<file path="src/rtl/uart_debug_loader.sv">
// uart_debug_loader
//
// Host-to-core half of the UART debug link. Parses command packets arriving on
// the uart receive byte stream, loads 32-bit control words into program ROM, and
// either single-steps or free-runs the core clock. Every packet gets exactly one
// ACK (0x06) or NAK (0x15) byte. Top forwards that byte to the uart transmit path.
//
// Packets (multi-byte fields little-endian):
//   0x01 WRITE : addrLo addrHi d0 d1 d2 d3 -> romAddr={addrHi,addrLo}, romData={d3,d2,d1,d0}
//   0x02 STEP  : n  -> n core clock cycles (n=0 means 256), NAK while free-running
//   0x03 RUN   : m  -> running=m[0]
//
// Optional feature: define CMD_CHECKSUM_EN to require one trailing byte per
// packet. That byte is the XOR of the command byte and all payload bytes. On a
// mismatch the packet is NAKed and has no side effect.
//
// Parameters:
//   TIMEOUT_CYCLES  max clock cycles between bytes of one packet (must be >= 2)
//   ADDR_W          ROM address width
//   WORD_W          control word width (4 payload bytes, i.e. 32)
//
// Ports:
//   CLK       in   system clock
//   RST       in   synchronous reset, active-high
//   rxData    in   received byte
//   rxReady   in   one-cycle strobe, rxData valid
//   romWrite  out  one-cycle ROM write strobe
//   romAddr   out  ROM write address, held until next write
//   romData   out  ROM write data, held until next write
//   stepClk   out  core clock, idles high
//   running   out  free-run mode active
//   ackValid  out  one-cycle strobe, ackCode valid
//   ackCode   out  0x06 ACK / 0x15 NAK
//   errFlag   out  sticky: a byte was dropped because the loader was busy
module uart_debug_loader #(
  parameter int unsigned TIMEOUT_CYCLES = 1200000,
  parameter int unsigned ADDR_W         = 16,
  parameter int unsigned WORD_W         = 32
) (
  input  logic              CLK,
  input  logic              RST,
  input  logic [7:0]        rxData,
  input  logic              rxReady,
  output logic              romWrite,
  output logic [ADDR_W-1:0] romAddr,
  output logic [WORD_W-1:0] romData,
  output logic              stepClk,
  output logic              running,
  output logic              ackValid,
  output logic [7:0]        ackCode,
  output logic              errFlag
);

  localparam logic [7:0] CmdWrite = 8'h01;
  localparam logic [7:0] CmdStep  = 8'h02;
  localparam logic [7:0] CmdRun   = 8'h03;
  localparam logic [7:0] AckByte  = 8'h06;
  localparam logic [7:0] NakByte  = 8'h15;

  localparam int unsigned TmoW = (TIMEOUT_CYCLES > 2) ? $clog2(TIMEOUT_CYCLES) : 1;
  // The NAK must be visible exactly TIMEOUT_CYCLES after the last byte. The
  // counter is 0 in the cycle after that byte, so the flag is raised on the
  // edge that ends the cycle where the counter holds TIMEOUT_CYCLES-2.
  localparam logic [TmoW-1:0] TmoFire = TmoW'(TIMEOUT_CYCLES - 2);

  typedef enum logic [2:0] {
    StIdle,
    StPayload,
    StCsum,
    StExec,
    StStepLo,
    StStepHi
  } state_e;

  state_e          state;
  logic [7:0]      cmd;
  logic [2:0]      cnt;
  logic [2:0]      last_idx;
  logic [7:0]      pay     [6];
  logic [7:0]      pay_now [6];
  logic [8:0]      steps;
  logic [TmoW-1:0] tmo;
  logic            waiting;
  logic            timed_out;
  logic            exec_now;
  logic            exec_ok;
`ifdef CMD_CHECKSUM_EN
  logic [7:0]      csum;
`endif

  assign last_idx  = (cmd == CmdWrite) ? 3'd5 : 3'd0;
  assign waiting   = (state == StPayload) || (state == StCsum);
  assign timed_out = waiting && !rxReady && (tmo == TmoFire);

  // Payload as it will look once the byte arriving this cycle is stored. This
  // lets the command execute on the same edge that accepts its final byte.
  always_comb begin
    pay_now = pay;
    if (state == StPayload) begin
      pay_now[cnt] = rxData;
    end
  end

`ifdef CMD_CHECKSUM_EN
  assign exec_now = rxReady && (state == StCsum);
  assign exec_ok  = (csum == rxData);
`else
  assign exec_now = rxReady && (state == StPayload) && (cnt == last_idx);
  assign exec_ok  = 1'b1;
`endif

  always_ff @(posedge CLK) begin
    if (RST) begin
      state    <= StIdle;
      cmd      <= 8'h00;
      cnt      <= 3'd0;
      pay      <= '{default: 8'h00};
      steps    <= 9'd0;
      tmo      <= '0;
      romWrite <= 1'b0;
      romAddr  <= '0;
      romData  <= '0;
      stepClk  <= 1'b1;
      running  <= 1'b0;
      ackValid <= 1'b0;
      ackCode  <= 8'h00;
      errFlag  <= 1'b0;
`ifdef CMD_CHECKSUM_EN
      csum     <= 8'h00;
`endif
    end else begin
      romWrite <= 1'b0;
      ackValid <= 1'b0;
      // Free-run toggles every edge. Otherwise the clock parks high. The step
      // states below override this.
      stepClk  <= running ? ~stepClk : 1'b1;

      if (rxReady || !waiting) begin
        tmo <= '0;
      end else begin
        tmo <= tmo + 1'b1;
      end

      case (state)
        StIdle: begin
          if (rxReady) begin
            if (rxData == CmdWrite || rxData == CmdStep || rxData == CmdRun) begin
              cmd   <= rxData;
              cnt   <= 3'd0;
              state <= StPayload;
`ifdef CMD_CHECKSUM_EN
              csum  <= rxData;
`endif
            end else if (ackValid) begin
              // An ack is already on the wire this cycle. A back-to-back
              // NAK is not allowed, so the byte is dropped.
              errFlag <= 1'b1;
            end else begin
              ackValid <= 1'b1;
              ackCode  <= NakByte;
            end
          end
        end

        StPayload: begin
          if (rxReady) begin
            pay[cnt] <= rxData;
            cnt      <= cnt + 1'b1;
`ifdef CMD_CHECKSUM_EN
            csum     <= csum ^ rxData;
            if (cnt == last_idx) begin
              state <= StCsum;
            end
`endif
          end
        end

        StCsum: begin
          // Held here until the check byte arrives or the timeout fires.
        end

        StExec: begin
          if (rxReady) begin
            errFlag <= 1'b1;
          end
          state <= StIdle;
        end

        StStepLo: begin
          if (rxReady) begin
            errFlag <= 1'b1;
          end
          stepClk <= 1'b1;
          state   <= StStepHi;
        end

        StStepHi: begin
          if (rxReady) begin
            errFlag <= 1'b1;
          end
          if (steps == 9'd1) begin
            ackValid <= 1'b1;
            ackCode  <= AckByte;
            state    <= StExec;
          end else begin
            stepClk <= 1'b0;
            steps   <= steps - 9'd1;
            state   <= StStepLo;
          end
        end

        default: state <= StIdle;
      endcase

      // Partial packet is dropped. The ROM outputs are left untouched.
      if (timed_out) begin
        ackValid <= 1'b1;
        ackCode  <= NakByte;
        state    <= StIdle;
      end

      if (exec_now) begin
        ackValid <= 1'b1;
        ackCode  <= AckByte;
        state    <= StExec;
        if (!exec_ok) begin
          ackCode <= NakByte;
        end else if (cmd == CmdWrite) begin
          romWrite <= 1'b1;
          romAddr  <= ADDR_W'({pay_now[1], pay_now[0]});
          romData  <= WORD_W'({pay_now[5], pay_now[4], pay_now[3], pay_now[2]});
        end else if (cmd == CmdStep) begin
          if (running) begin
            ackCode <= NakByte;
          end else begin
            // The ack is deferred until the last high phase completes.
            ackValid <= 1'b0;
            stepClk  <= 1'b0;
            steps    <= (pay_now[0] == 8'h00) ? 9'd256 : {1'b0, pay_now[0]};
            state    <= StStepLo;
          end
        end else begin
          running <= pay_now[0][0];
        end
      end
    end
  end

endmodule

</file>
<file path="config.mk">
export PLATFORM = sky130hd
export DESIGN_NAME = uart_debug_loader
export DESIGN_NICKNAME = d
export VERILOG_FILES = /design/src/rtl/uart_debug_loader.sv
export SDC_FILE = /design/constraint.sdc
export NUM_CORES = 1
export LEC_CHECK = 0
export ABC_AREA = 1
export CORE_MARGIN = 10
export CORE_UTILIZATION = 55
export CTS_CLUSTER_SIZE = 25
export DETAILED_ROUTE_END_ITERATION = 10
export HOLD_SLACK_MARGIN = 0.02
export PLACE_DENSITY = 0.77
export SLEW_MARGIN = 20
export SYNTH_ARGS = -nofsm -noshare
export SYNTH_HDL_FRONTEND = slang
export SYNTH_SLANG_ARGS = --single-unit
</file>
<file path="constraint.sdc">
create_clock -name CLK -period 3.9 [get_ports CLK]
set_clock_uncertainty 0.15 [all_clocks]
set_input_delay 0.39 -clock CLK [delete_from_list [all_inputs] [get_ports CLK]]
set_output_delay 0.39 -clock CLK [all_outputs]
set_load 0.1 [all_outputs]
</file>
==> results of run 1 <==
[registers in the layout, summed over array words and instances, names as in the netlist]
name / count
pay: 48
cnt: 3
errFlag: 1
state: 3
romWrite: 1
romData: 32
romAddr: 16
ackValid: 1
running: 1
stepClk: 1
steps: 9
cmd: 8
ackCode: 3
tmo: 21
[cell families (layout without fill, tap and decap cells)]
family | Yosys count | in the layout | synth area share
compound gates | 219 | 219 | 0.154
xor+xnor | 10 | 10 | 0.0119
fa+ha+maj | 5 | 5 | 0.00851
buf+inv | 149 | 196 | 0.0956
flops | 148 | 148 | 0.403
other cells | 1 | 4 | 0.000510
simple gates | 563 | 563 | 0.327
[per-stage QoR]
step | utilization | instances | worst slack [ns] | hold slack [ns]
floorplan | - | 1098 | 1.99 | 0.274
global placement | 0.603 | 1289 | 1.45 | 0.282
detailed placement | 0.603 | 1289 | 1.37 | 0.287
CTS | 0.651 | 1321 | 1.31 | 0.295
global route | 0.651 | 1321 | 1.28 | 0.311
finish | 0.651 | 1321 | 1.31 | 0.295
[how the worst min path moves through the flow]
| stage | end | slack [ns] | depth (start not counted) |
|---|---|---|---|
| after floorplan | cmd[2] | 0.27 | 2 |
| after global placement | cmd[3] | 0.28 | 2 |
| after detailed placement | cmd[7] | 0.29 | 2 |
| after CTS | cmd[7] | 0.30 | 2 |
| after global routing | cmd[7] | 0.31 | 2 |
| final | cmd[7] | 0.30 | 2 |
[cells in the final DEF (no fill, tap or decap), types with 2 or more instances in the layout]
cell	netlist	layout
xor2_1	7	7
xnor2_1	3	3
nand3_2	2	2
nor2_1	120	120
bufinv_16	0	3
nand3_1	79	79
clkdlybuf4s50_1	0	66
clkbuf_8	0	5
a21oi_1	97	97
nor3_1	9	9
nand3_4	3	3
a31oi_1	4	4
clkbuf_16	0	17
ha_1	5	5
conb_1	1	4
clkbuf_1	29	2
nor2_4	3	3
nand2_4	2	2
o21ai_2	7	7
clkinv_1	2	2
nand2_2	3	3
nand3b_1	2	2
nor2_2	2	2
inv_1	80	80
inv_2	5	5
nand4_2	2	2
clkinv_2	0	3
o21ai_1	23	23
o21ai_0	87	87
buf_4	7	8
or2_2	3	3
nand2_1	320	320
nand4_1	11	11
dfxtp_1	148	148
[final cells by class]
cell class / count / share of cell area
multi-input cells: 801 / 0.431
clock buffers: 24 / 0.0585
flip-flops and latches: 148 / 0.345
clock inverters: 8 / 0.0141
inverters: 88 / 0.0388
well taps: 176 / 0.0257
repair buffers: 76 / 0.0869
[per-layer routing]
metal / vias up / global-route usage
met4: 0 / 0.0556
met2: 169 / 0.322
met3: 25 / 0.0586
met5: - / 0
li1: 3614 / -
met1: 3118 / 0.254
[power by group through the flow]
stage	logic [mW]	registers, mW	clock network, mW
after floorplan	0.105	1.60	0
after global placement	0.179	1.56	0
after detailed placement	0.180	1.56	0
after CTS	0.181	1.53	1.73
after global routing	0.195	1.53	1.81
final	0.181	1.53	1.71
==> flow_summary_export.csv, run 1 <==
group,metric,value,unit
detailed_routing,drc,0,
floorplanning,dieWidth,136,um
setup_path,cp_data_required_time,3.36,ns
setup_path,cp_slowest_cell,"clkdlybuf4s50_1",
cells_and_area,num-fill-cells,1177,
job,cap_violations,0,
timing,post-route-period-util,0.664,
cells_and_area,final_cell_area,0.00858,mm^2
timing,tns,0,ns
cells_and_area,num_antenna_cells,0,
power,p_int,2.65,mW
floorplanning,row_count,42,
detailed_routing,routed_via_density,5.24,
clocking,cts_tree,"built",
grt,grt_pass1_wl,30400,um
detailed_routing,vias,6926,
setup_path,r2r_slack,1.68,ns
power,swShare,0.225,
floorplanning,die_y,136,um
run_status,status,"finished clean",
power,p_total,3.42,mW
placement,place_congestion,0.852,
logic_synthesis,synthTopCellsByArea,"dfxtp_1, nand2_1, a21oi_1",
detailed_routing,highest_layer,"met4",
floorplanning,coreArea,0.0132,mm^2
hold_path,hold_start,"cmd[7]",
clocking,cts_hold_buf,0,
cells_and_area,fin_nets,1148,
setup_path,path_class,"reg2out",
clocking,clkTransAtPathRegs,0.06,ns
hold_path,hold_class,"reg2reg",
detailed_routing,ant_nets,0,
grt,grt_max_degree,70,
grt,grt_pass1_vias,6375,
power,pwr-share-clk,0.500,
clocking,cts_resized,0,
detailed_routing,wl_met1,8190,um
cells_and_area,drive_gt1_frac,0.0646,
setup_path,slowest_delay,1.18,ns
logic_synthesis,yosysSeqAreaShare,0.403,
logic_synthesis,synthFlopType,"dfxtp_1",
logic_synthesis,netlist_area,0.00735,mm^2
logic_synthesis,netlist_top_cells_count,"nand2_1, dfxtp_1, nor2_1",
setup_path,crit_fanout,5,
clocking,cts_htree_levels,4,
placement,io_buffers,67,
logic_synthesis,synth_cells,1095,
detailed_routing,drt_pass1_iterations,6,
logic_synthesis,yosysTopAreaCellShare,0.403,
power,p_sw,770,uW
setup_path,crit_family,"buffers and inverters",
power,powerDensity,399,mW/mm^2
setup_path,startpoint_type,"register",
cells_and_area,multi_input_area,0.00370,mm^2
floorplanning,initial_utilization,0.557,
power,seqPwrFrac,0.447,
setup_path,worst-path-stages,1,
cells_and_area,area_delta_synth_final,16.7,%
grt,grt-ovfl-total,0,
setup_path,reg2reg_from,"state[2]",
timing,tightest_slew,0.990,ns
logic_synthesis,synthArstFlopShare,0,
logic_synthesis,synth_edf_count,0,
placement,hpwl,11600,um
logic_synthesis,synth_most_common_cell,"nand2_1",
setup_path,r2r-end,"pay[2]",
setup_path,r2r_cells,6,
timing,fmax,386,MHz
power,combPwrFrac,0.053,
detailed_routing,drt_iter0_markers,649,
logic_synthesis,ys_types,36,
detailed_routing,wl_met3,1090,um
placement,place_area,0.00796,mm^2
grt,track_usage,0.200,
clocking,post_cts_buffers,0,
timing,grt_setup_unrepaired,"no",
logic_synthesis,ys_ff_latch,148,
power,power_leakage,3.36,nW
setup_path,worstPathCellList,"clkdlybuf4s50_1",
grt,antenna_found_initial,0,
clocking,root_buffer,"clkbuf_16",
clocking,clock_sinks,148,
timing,finalSetupViolCount,0,
detailed_routing,routed_wl,17900,um
setup_path,critical_path.startpoint,"running",
logic_synthesis,synth.largest_area_cell,"dfxtp_1",
floorplanning,die-area,0.0184,mm^2
floorplanning,ioPinCount,72,
setup_path,arrival,2.05,ns
clocking,insertion_delay,0.43,ns
timing,finalHoldViolations,0,
setup_path,worstSetupEndpointType,"output port",
timing,period_needed,2.59,ns
clocking,clockBufferDepth,2,
clocking,numCtsBuffers,17,
setup_path,cp_num_buf_inv,1,
logic_synthesis,yosys_warnings,0,
detailed_routing,wl_met2,8350,um
cells_and_area,seqCellArea,0.00296,mm^2
detailed_routing,routedWlPerCell,13.5,um
timing,maxSlewViolCount,0,
timing,relSlewSlack,0.338,
power,peakVddDrop,0.000323,V
setup_path,crit_end,"running",
logic_synthesis,syn_avg_cell_area,6.72,um^2
(Power assumes the default switching activity.)
==> run 2, diff against run 1 <==
==> constraint.sdc (replaced) <==
create_clock -name CLK -period 2.5 [get_ports CLK]
set_clock_uncertainty 0.15 [all_clocks]
set_input_delay 0.25 -clock CLK [delete_from_list [all_inputs] [get_ports CLK]]
set_output_delay 0.25 -clock CLK [all_outputs]
set_load 0.1 [all_outputs]
==> run 2 against run 1 <==
Effect of this change: sequential power grew 56%; setup slack lost 0.93 ns; count of clock-buffer cells in the layout is the same; combinational power grew 62%; hold slack lost 0.19 ns; via count grew 0.74%; critical endpoint is now romData[12].
==> flow_summary_export.csv, run 2 (same netlist as run 1, synthesis figures left out) <==
group,metric,value,unit
setup_path,arrival,2.32,ns
hold_path,hold_class,"in2reg",
cells_and_area,layout_commonest_cell,"nand2_1",
floorplanning,initial_utilization,0.557,
cells_and_area,top_regs,"pay (48), romData (32), tmo (21)",
detailed_routing,vias,6977,
job,cap_violations,0,
clocking,root_buffer,"clkbuf_16",
timing,finalHoldViolations,0,
timing,post-route-period-util,0.848,
timing,finalSetupViolCount,0,
cells_and_area,final_cell_mix,"nand2_1, dfxtp_1, nor2_1",
floorplanning,coreArea,0.0132,mm^2
floorplanning,die_y,136,um
clocking,cts_tree,"built",
detailed_routing,routed_via_density,5.24,
setup_path,startpoint_type,"register",
clocking,clock_sinks,148,
timing,fmax,472,MHz
clocking,insertion_delay,0.43,ns
timing,tightest_slew,0.771,ns
cells_and_area,largest_reg_flops,48,
setup_path,path_class,"reg2reg",
clocking,numCtsBuffers,17,
timing,setup_ws,0.380,ns
grt,grt_pass1_wl,30100,um
run_status,status,"finished clean",
floorplanning,die-area,0.0184,mm^2
timing,maxSlewViolCount,0,
power,powerDensity,614,mW/mm^2
cells_and_area,num_antenna_cells,0,
clocking,clkTransAtPathRegs,0.06,ns
clocking,cts_resized,0,
setup_path,cp_data_required_time,2.70,ns
clocking,post_cts_buffers,0,
clocking,cts_hold_buf,0,
cells_and_area,area_delta_synth_final,15.6,%
setup_path,crit_fanout,16,
placement,hpwl,11900,um
timing,tns,0,ns
grt,grt-ovfl-total,0,
power,peakVddDrop,0.000623,V
detailed_routing,routed_wl,18100,um
cells_and_area,fin_nets,1159,
clocking,clockBufferDepth,2,
grt,grt_pass1_vias,6352,
placement,pre_cts_ws,0.246,ns
floorplanning,ioPinCount,72,
floorplanning,dieWidth,136,um
detailed_routing,routedWlPerCell,13.6,um
placement,place_congestion,0.868,
floorplanning,row_count,42,
timing,period_needed,2.12,ns
cells_and_area,max_flop_register,"pay",
grt,antenna_found_initial,0,
timing,grt_setup_unrepaired,"no",
detailed_routing,drt_pass1_iterations,6,
setup_path,worstSetupEndpointType,"register",
placement,io_buffers,67,
detailed_routing,ant_nets,0,
power,power_leakage,3.51,nW
grt,track_usage,0.198,
grt,grt_max_degree,72,
cells_and_area,drive_gt1_frac,0.121,
clocking,cts_htree_levels,4,
detailed_routing,drt_iter0_markers,641,
detailed_routing,drc,0,
timing,relSlewSlack,0.486,
## run 2: changes by cell type in the layout (fill, tap and decap cells not counted)
cell             previous run  this run
buf_4                       8        75
clkdlybuf4s50_1            66         9
buf_12                      1         2
bufinv_16                   3         2
clkbuf_1                    2         3
clkbuf_8                    5         4
clkinv_2                    3         2
inv_6                       0         1
## run 2: stage by stage
step                      utilization  std cells  power, mW  instance area [um^2]  hold slack [ns]
final                           0.644       1331       5.22                  8500            0.105
after detailed placement        0.600       1300       2.73                  7910            0.286
after global placement          0.600       1300       2.73                  7910            0.283
after global routing            0.644       1331       5.37                  8500            0.118
after CTS                       0.644       1331       5.24                  8500           0.0879
after floorplan                     -       1098       2.65                  7360            0.274
## run 2: worst max-delay path, stage by stage (launching register included)
cell and delay [ns]:
dfxtp_1 0.64, nand3_2 0.39, o21ai_0 0.25, inv_1 0.07
o21ai_0 0.31, nand3_1 0.11, a21oi_1 0.13
## run 2: where the power goes
group / internal (mW) / switching, mW / total, mW
clock: 1.57 / 0.968 / 2.54
sequential: 2.37 / 0.0120 / 2.39
combinational: 0.0712 / 0.222 / 0.294
## run 2: per-layer routing
metal / GRT usage / wire length [um] / up-vias / part of all wire
met5: 0 / 0 / - / 0
met4: 0.0807 / 352 / 0 / 0.019
met3: 0.0475 / 922 / 30 / 0.051
met2: 0.323 / 8490 / 175 / 0.47
met1: 0.247 / 8320 / 3150 / 0.46
li1: - / - / 3622 / -
## run 2: path summary, 6_finish.rpt
kind                             start  slack [ns]  cells past startpoint          end
worst max-delay path            cnt[0]        0.38                      6  romData[12]
worst min-delay path               RST        0.10                      4   ackCode[1]
worst max register to register  cnt[0]        0.38                      6  romData[12]
worst min register to register  cmd[5]        0.29                      2       cmd[5]
## run 2: final cells by class
type | count | area (um^2)
clock inverters | 7 | 95.1
inverters | 88 | 333
repair buffers | 87 | 698
well taps | 176 | 220
clock buffers | 24 | 492
flip-flops and latches | 148 | 2960
multi-input cells | 801 | 3700
fillers | 1204 | 4690
